## src/rtl/muldiv_unit.sv

```systemverilog
// Iterative multiply/divide unit beside the ALU.
// Radix-2 shift-add multiply and restoring divide, one bit per cycle, results into HI/LO.
// Also serves the mthi/mtlo register moves while idle.
module muldiv_unit #(
  parameter int unsigned WIDTH = 32
) (
  input  logic             clk,
  input  logic             reset,
  input  logic             start,
  input  logic [1:0]       op,
  input  logic [WIDTH-1:0] a,
  input  logic [WIDTH-1:0] b,
  input  logic             mthi,
  input  logic             mtlo,
  input  logic [WIDTH-1:0] wdata,
  output logic             busy,
  output logic             done,
  output logic             dz,
  output logic [WIDTH-1:0] hi,
  output logic [WIDTH-1:0] lo
);

  localparam int unsigned CW = $clog2(WIDTH);

  typedef enum logic [1:0] {st_idle, st_mul, st_div, st_done} state_t;

  state_t           state_q;
  logic [CW-1:0]    cnt_q;
  logic [WIDTH-1:0] acc_q;    // upper product half / partial remainder
  logic [WIDTH-1:0] low_q;    // multiplier shifting out / dividend in, quotient out
  logic [WIDTH-1:0] opnd_q;   // multiplicand / divisor magnitude
  logic             negq_q;   // negate product or quotient at the end
  logic             negr_q;   // negate remainder at the end (dividend sign)
  logic             dzp_q;    // zero divisor seen at launch

  // Operand magnitudes for the signed ops (op[0]=0); unsigned ops pass raw values.
  logic             a_neg, b_neg;
  logic [WIDTH-1:0] a_mag, b_mag;

  // One iteration of each algorithm plus the sign-corrected final results.
  logic [WIDTH:0]     mul_sum;
  logic [WIDTH-1:0]   mul_acc_n, mul_low_n;
  logic [WIDTH:0]     div_shift, div_diff;
  logic               div_ge;
  logic [WIDTH-1:0]   div_acc_n, div_low_n;
  logic [2*WIDTH-1:0] prod, prod_fix;
  logic [WIDTH-1:0]   quot_fix, rem_fix;
  logic               last;

  // Operand conditioning and single-step datapath for multiply and divide.
  always_comb begin
    a_neg = ~op[0] & a[WIDTH-1];
    b_neg = ~op[0] & b[WIDTH-1];
    a_mag = a_neg ? -a : a;
    b_mag = b_neg ? -b : b;

    mul_sum   = low_q[0] ? ({1'b0, acc_q} + {1'b0, opnd_q}) : {1'b0, acc_q};
    mul_acc_n = mul_sum[WIDTH:1];
    mul_low_n = {mul_sum[0], low_q[WIDTH-1:1]};

    div_shift = {acc_q, low_q[WIDTH-1]};
    div_ge    = div_shift >= {1'b0, opnd_q};
    div_diff  = div_shift - {1'b0, opnd_q};
    // Remainder stays below the divisor, so the top bit is always zero here.
    div_acc_n = div_ge ? div_diff[WIDTH-1:0] : div_shift[WIDTH-1:0];
    div_low_n = {low_q[WIDTH-2:0], div_ge};

    prod     = {mul_acc_n, mul_low_n};
    prod_fix = negq_q ? -prod : prod;
    // Zero divisor: quotient forced to all-ones; remainder naturally equals the dividend.
    quot_fix = dzp_q ? '1 : (negq_q ? -div_low_n : div_low_n);
    rem_fix  = negr_q ? -div_acc_n : div_acc_n;
    last     = (cnt_q == CW'(WIDTH - 1));
  end

  // Control FSM, working registers and HI/LO with registered status outputs.
  always_ff @(posedge clk or posedge reset) begin
    if (reset) begin
      state_q <= st_idle;
      cnt_q   <= '0;
      acc_q   <= '0;
      low_q   <= '0;
      opnd_q  <= '0;
      negq_q  <= 1'b0;
      negr_q  <= 1'b0;
      dzp_q   <= 1'b0;
      busy    <= 1'b0;
      done    <= 1'b0;
      dz      <= 1'b0;
      hi      <= '0;
      lo      <= '0;
    end else begin
      done <= 1'b0;
      dz   <= 1'b0;
      case (state_q)
        st_idle, st_done: begin
          if (start) begin
            // A launch wins over any move requested in the same cycle.
            state_q <= op[1] ? st_div : st_mul;
            busy    <= 1'b1;
            cnt_q   <= '0;
            acc_q   <= '0;
            negq_q  <= a_neg ^ b_neg;
            if (op[1]) begin
              low_q  <= a_mag;
              opnd_q <= b_mag;
              negr_q <= a_neg;
              dzp_q  <= (b == '0);
            end else begin
              low_q  <= b_mag;
              opnd_q <= a_mag;
              negr_q <= 1'b0;
              dzp_q  <= 1'b0;
            end
          end else begin
            state_q <= st_idle;
            if (mthi) hi <= wdata;
            if (mtlo) lo <= wdata;
          end
        end
        st_mul: begin
          acc_q <= mul_acc_n;
          low_q <= mul_low_n;
          cnt_q <= cnt_q + 1'b1;
          if (last) begin
            {hi, lo} <= prod_fix;
            busy     <= 1'b0;
            done     <= 1'b1;
            state_q  <= st_done;
          end
        end
        st_div: begin
          acc_q <= div_acc_n;
          low_q <= div_low_n;
          cnt_q <= cnt_q + 1'b1;
          if (last) begin
            lo      <= quot_fix;
            hi      <= rem_fix;
            dz      <= dzp_q;
            busy    <= 1'b0;
            done    <= 1'b1;
            state_q <= st_done;
          end
        end
        default: state_q <= st_idle;
      endcase
    end
  end

endmodule
```

## config.mk

```make
export PLATFORM = sky130hd
export DESIGN_NAME = muldiv_unit
export DESIGN_NICKNAME = d
export VERILOG_FILES = /design/src/rtl/muldiv_unit.sv
export SDC_FILE = /design/constraint.sdc
export NUM_CORES = 1
export LEC_CHECK = 0
export CAP_MARGIN = 25
export CORE_ASPECT_RATIO = 1.5
export CORE_MARGIN = 2
export CORE_UTILIZATION = 45
export CTS_CLUSTER_SIZE = 28
export DETAILED_ROUTE_END_ITERATION = 16
export GPL_ROUTABILITY_DRIVEN = 0
export GPL_TIMING_DRIVEN = 1
export HOLD_SLACK_MARGIN = 0.15
export PLACE_DENSITY = 0.63
export SLEW_MARGIN = 20
export SYNTH_ARGS = -nofsm -noshare
export SYNTH_HDL_FRONTEND = slang
export SYNTH_SLANG_ARGS = --single-unit
```

## constraint.sdc

```tcl
create_clock -name clk -period 5.6 [get_ports clk]
set_input_delay 0.84 -clock clk [delete_from_list [all_inputs] [get_ports clk]]
set_output_delay 0.84 -clock clk [all_outputs]
set_load 0.02 [all_outputs]
```

==> flow_metrics.py, run 1 <==
metrics = {
    "global_routing": {
        "grt_pass1_vias": 19200,
        "grt_max_degree": 85,
        "antenna_found_initial": 2,
        "grt-ovfl-total": 0,
        "grt_pass1_wl_um": 117000,
        "groute.usage.overall_pct": 36.6,
    },
    "synth": {
        "synth_edf_count": 0,
        "async_flop_share_pct": 100,
        "syn_area_sq_um": 18400,
        "ys_warn_count": 0,
        "synth_mux_area_share_pct": 2.79,
        "synth_top_flop_cell": "dfrtp_1",
        "synthCells": 2430,
        "yosysUniqueCellTypes": 107,
        "synth.ff_latch_count": 173,
        "syn_area_per_cell_sq_um": 7.56,
        "synth-seq-area-share_pct": 23.6,
        "synth-simple-area-share_pct": 21.0,
        "synth_adder_area_share_pct": 5.26,
        "synth-compound-area-share_pct": 31.4,
        "syn_nets": 2609,
        "synth_xor_area_share_pct": 9.91,
        "synth_top_family_by_area": "compound AO/OA/AOI/OAI gates",
    },
    "min_path": {
        "min_path_type": "flip-flop to flip-flop",
    },
    "sta": {
        "slew_violations": 0,
        "period_minus_slack_ns": 5.26,
        "setup_viol": 0,
        "final.setup.tns_ns": 0,
        "rsz0062_at_grt": "no",
        "fmax_ghz": 0.190,
        "hold_viol_final": 0,
        "relSlewSlack_pct": 21.3,
        "tightest_slew_ns": 1.17,
        "period_share_pct": 93.8,
        "finClkSkew_ns": 0.0212,
    },
    "clock_tree": {
        "cts_hold_buf": 0,
        "clockRootBuffer": "clkbuf_16",
        "clk_latency_ns": 0.47,
        "cts_tree": "done",
        "htree_levels": 4,
        "cts_resized": 0,
        "path_clk_slew_ns": 0.08,
        "numCtsBuffers": 17,
        "cts_setup_buffers": 0,
        "cts.sinks": 173,
        "clk_path_buf_depth": 2,
    },
    "detailed_routing": {
        "wirelength_um": 78500,
        "drc_errors": 0,
        "dr.pass1.iters": 6,
        "drtIter0Drc": 2194,
        "ant_nets": 0,
        "vias_per_cell": 6.66,
        "avgRoutedWirePerCell_um": 26.3,
        "via_count": 19900,
    },
    "die": {
        "floorplan.initialDensity_pct": 45.6,
        "rows": 90,
        "fp.coreArea_sq_um": 40300,
        "die_height_um": 251,
        "die-area_sq_um": 42500,
        "die_w_um": 169,
        "num_io_pins": 170,
    },
    "outcome": {
        "status": "finished, final reports clean",
    },
    "placed_design": {
        "port_buffers": 169,
        "dp_hpwl_um": 59800,
    },
    "critical_path": {
        "cp.required_ns": 5.96,
        "crit_top_cell": "buf_4",
        "cp_num_buf_inv": 3,
        "r2r_slack_ns": 0.34,
        "worst-path-max-fanout": 37,
        "cpMaxStageDelayCell": "o41ai_1",
        "cp-start-kind": "flip-flop",
        "crit_type": "flip-flop to flip-flop",
        "critPathArrivalTime_ns": 5.61,
        "cp_slowest_stage_delay_ns": 0.97,
        "path_delay_family": "compound AO/OA/AOI/OAI gates",
        "cp-end-kind": "flip-flop",
        "crit_chain": "ha_1 > nand4_1 > nor4_4 > a31oi_1 > o21a_4 > nand3_4 > inv_4 > buf_4 > o41ai_1 > buf_4 > nand3_1 > nor3_2 > nor2_1 > xnor2_1 > a221oi_1 > o31ai_1",
    },
    "finish": {
        "final_common_cell": "nand2_1",
        "antennaDiodeCount": 0,
        "layout_common_cells": "nand2_1, nor2_1, a21oi_1, dfrtp_1, o21ai_0",
        "final_nets": 2650,
        "area_growth_pct": 13.6,
        "drive_gt1_share_pct": 6.56,
    },
    "run": {
        "drv_cap": 0,
    },
}
[kinds of logic after synthesis]
family / count (synthesis)
AO/OA/AOI/OAI: 848
XOR/XNOR: 208
adder cells (fa/ha/maj): 76
buffers and inverters: 278
flip-flops: 173
multiplexers: 50
AND/OR/NAND/NOR: 797
[registers in the layout (all words and copies together), names as in the netlist, 2 cells and up]
register and flops:
cnt_q 5, opnd_q 32, state_q 2, lo 32, low_q 32, hi 32
acc_q 32
[area by class of cell]
cell class | count | area, sq um
timing repair buffer | 217 | 2040
clock inverter | 15 | 160
clock buffer | 17 | 425
inverter | 83 | 319
sequential | 173 | 4330
fill | 3970 | 19400
multi-input combinational | 1979 | 13000
tap | 506 | 633
[routing by layer]
metal	vias up	track usage [%]	wire length (um)
li1	9065	-	-
met1	9532	41.3	27900
met2	1031	61.3	37400
met3	295	6.31	5940
met4	2	28.3	7240
met5	-	0	13
[cells in the mapped netlist, types with 8 or more instances]
cell / instances / area share, %
mux2_2: 9 / 0.55
or3_1: 21 / 0.72
a22oi_1: 13 / 0.53
o41ai_1: 18 / 0.86
nor3_1: 40 / 1.1
nor2_1: 224 / 4.6
nor3b_1: 10 / 0.41
dfrtp_1: 173 / 24
buf_1: 13 / 0.27
and2_1: 10 / 0.34
nand3_1: 29 / 0.79
nor2b_1: 10 / 0.34
a221oi_1: 90 / 4.3
ha_1: 74 / 5.0
o21ai_0: 171 / 4.7
o211ai_1: 21 / 0.86
or4_1: 11 / 0.45
xnor2_1: 131 / 6.2
nand2_1: 287 / 5.9
a21o_1: 22 / 0.90
mux2i_1: 41 / 2.2
o21a_1: 31 / 1.3
nand3b_1: 8 / 0.33
nor4_1: 23 / 0.78
nand4_1: 42 / 1.4
buf_2: 29 / 0.79
o31a_1: 8 / 0.38
o31ai_1: 72 / 2.9
o21ai_1: 13 / 0.35
and3_1: 8 / 0.27
a211o_1: 10 / 0.48
or2_2: 11 / 0.37
xor2_1: 77 / 3.7
a31oi_1: 19 / 0.65
inv_1: 79 / 1.6
clkbuf_1: 147 / 3.0
a211oi_1: 36 / 1.5
a21oi_1: 202 / 5.5
nand2b_1: 25 / 0.85
o22ai_1: 26 / 0.89
[final timing paths]
check,start,end,depth (start not counted)
max,acc_q[15],hi[23],16
min,lo[14],lo[14],1
min in group asynchronous,reset,hi[13],2
max in group asynchronous,reset,opnd_q[26],3
max reg2reg,acc_q[15],hi[23],16
min reg2reg,lo[14],lo[14],1
[per-stage QoR]
step | area, sq um | util (%) | cells | hold slack [ns] | worst slack [ns]
5_1_grt | 20900 | 51.8 | 2990 | 0.505 | 0.0770
2_1_floorplan | 18400 | - | 2430 | 0.470 | 0.0715
4_1_cts | 20900 | 51.8 | 2990 | 0.482 | 0.546
3_5_place_dp | 20300 | 50.3 | 2958 | 0.465 | 0.580
3_3_place_gp | 20300 | 50.3 | 2958 | 0.460 | 0.762
6_report | 20900 | 51.8 | 2990 | 0.480 | 0.344
Power of run 1 is not shown: default switching activity piles up to over one toggle a cycle in this logic, so the estimate is an artifact.
==> run 2, diff against run 1 <==
--- a/config.mk
+++ b/config.mk
@@ -19,3 +19,4 @@
 export SYNTH_ARGS = -nofsm -noshare
 export SYNTH_HDL_FRONTEND = slang
 export SYNTH_SLANG_ARGS = --single-unit
+export TNS_END_PERCENT = 1
==> results of run 2 <==
Same layout as run 1: the final DEF is identical, and so are final timing and power.
Power of run 2 is left out for the same reason.
==> RTL edit: new RTL, config.mk and constraints of run 1 <==
Set the parameter `WIDTH` to 16 (it was 32).
--- a/src/rtl/muldiv_unit.sv
+++ b/src/rtl/muldiv_unit.sv
@@ -2,7 +2,7 @@
 // Radix-2 shift-add multiply and restoring divide, one bit per cycle, results into HI/LO.
 // Also serves the mthi/mtlo register moves while idle.
 module muldiv_unit #(
-  parameter int unsigned WIDTH = 32
+  parameter int unsigned WIDTH = 16
 ) (
   input  logic             clk,
   input  logic             reset,
Interface: changed (5 resized); port bits go from 170 to 90. The function was not compared with the original's and may differ.
==> RTL edit against run 1 <==
  * Wire length fell by 62%
  * Final area fell by 51%
  * Sequential share of layout area rose by 1.6 points
  * Setup slack improved by 0.69 ns
  * Sequential cell count fell by 81
  * Synthesized area fell by 51%
  * Critical endpoint is now hi[12]$_DFFE_PP0P_
==> RTL edit: results (changes against run 1) <==
Outcome
  – Status: finished clean

Setup path
  – Largest delay contributor family on the critical path: simple AND/OR/NAND/NOR gates
  – Slowest stage delay, CP: 0.56 ns (-0.41 ns)
  – Crit path launch: acc_q[7]$_DFFE_PP0N_
  – Slowest CP cell: or4_1
  – WP data arrival: 4.82 ns (-0.79 ns)
  – Reg2reg setup slack: 1.04 ns (+0.69 ns)
  – R2R cell count: 17 (+1)
  – Critical path endpoint: hi[12]$_DFFE_PP0P_
  – CP max FO: 8 (-78%)

Placed design
  – DP Worst Slack: 1.14 ns (+0.558 ns)
  – Area after DPL: 10000 um2 (-51%)
  – Port Buf Inserts: 89 (-47%)
  – Placed Cells: 1438 (-51%)
  – Post-detail-place hpwl: 22800 um (-62%)

Worst hold path
  – Hold Path Stages: 2 (+1)
  – WHS Endpoint: lo[2]$_DFFE_PP0P_
  – Worst hold start: lo[2]$_DFFE_PP0P_
  – Hold WC Path Type: reg2reg

GRT
  – Met2 Usage GRT: 52.8% (-8.5 points)
  – GR Layer Usage met1: 32.7% (-8.6 points)
  – Gr usage total: 28.5% (-8.1 points)
  – Largest net degree at the start of global routing: 89 (+4.7%)
  – Vias in the first global route: 8622 (-55%)
  – Initial antenna violation count: 0 (-2)
  – Met3 Resource Use GR: 3.09% (-3.2 points)
  – First-pass GRT wire length: 46900 um (-60%)

Finish
  – Layout Nets: 1287 (-51%)
  – Fillers: 1988 (-50%)
  – Share of cells above drive strength 1: 5.44% (-1.1 points)

Synthesis
  – Register area share after synthesis: 25.6% (+2.1 points)
  – Most frequent cell after synthesis: nand2_1
  – Compound-Gate Fraction of Synth Area: 29.0% (-2.4 points)
  – Synth cell count leaders: nand2_1 (146), dfrtp_1 (92), a21oi_1 (82)
  – Adder-Cell Fraction of Synth Area: 6.16% (+0.90 points)
  – Post-synthesis cell count: 1160 (-52%)
  – Netlist cell types: 80 (-25%)
  – Mux contribution to synthesized area: 3.77% (+0.99 points)
  – Mapped Nets: 1258 (-52%)
  – Async SR Flop Fraction: 100% (unchanged)
  – XOR/XNOR share of the synthesized area: 9.65% (-0.26 points)
  – Top cells by area, synth: dfrtp_1 (26%), xnor2_1 (7.1%), nand2_1 (6.1%), ha_1 (5.7%), a21oi_1 (4.6%)

Detailed routing
  – Initial DRC count: 624 (-72%)
  – Post-Route WL: 29800 um (-62%)
  – Drt pass-1 iters: 6 (unchanged)
  – Vias per cell: 6.14 (-7.9%)
  – WL per Instance: 20.5 um (-22%)

Timing
  – Max Freq: 219 MHz (+15%)
  – Clk_skew: 0.0186 ns (-0.00258 ns)
  – Worst hold margin: 0.477 ns (-0.00371 ns)
  – Slew margin rel.: 39.1% (+18 points)

Clocking
  – CTS buffer count: 9 (-8)
  – H-tree Lvls: 3 (-1)
  – Clk pin slew, worst setup/hold paths: 0.08 ns (about the same)
  – Worst-Skew Late Latency: 0.38 ns (-0.09 ns)
  – Post-CTS Resized: 0 (unchanged)
RTL edit: changes by cell type after synthesis, sizes merged, moves of 42 or more:
cell	before	now
nor2	225	81
nand2	288	146
a21oi	205	82
o21ai	187	80
dfrtp	173	92
clkbuf	147	78
xnor2	131	73
xor2	77	26
a221oi	93	44
nand4	45	3
RTL edit: logic make-up (layout without fill, tap and decap cells):
kind of cell    Yosys count  after routing
fa+ha+maj                43             43
buf+inv                 133            167
xor+xnor                 99             99
flops                    92             92
mux                      33             33
compound gates          387            387
simple gates            373            373
RTL edit: cell type report:
class	instances	area share, %
Sequential cell	92	22.3
Clock buffer	9	2.18
Inverter	47	1.72
Timing Repair Buffer	104	9.68
Clock inverter	7	0.910
Tap cell	260	3.15
Multi-Input combinational cell	935	60.0
RTL edit: per-layer routing:
metal | up-vias | part of all wire, %
met1 | 4282 | 39
met5 | - | 0
met2 | 236 | 53
met4 | 0 | 4.5
met3 | 79 | 3.0
li1 | 4326 | -
RTL edit: worst min-delay path: stages (launching register included):
cell and delay, ns:
dfrtp_1 0.34, nand2_1 0.05, o31ai_1 0.05
RTL edit: report_power, final:
group	leakage (uW)	total, uW	switching, uW	internal (uW)
clock network	0.000153	678	319	359
logic	0.00281	5650	3510	2140
registers	0.00116	1360	393	970
RTL edit: metrics by stage:
| step | util (%) | total power, uW |
|---|---|---|
| after floorplan | - | 5310 |
| after global placement | 50.7 | 6880 |
| after detailed placement | 50.7 | 6940 |
| after CTS | 52.3 | 7640 |
| after global routing | 52.3 | 8290 |
| final | 52.3 | 7690 |
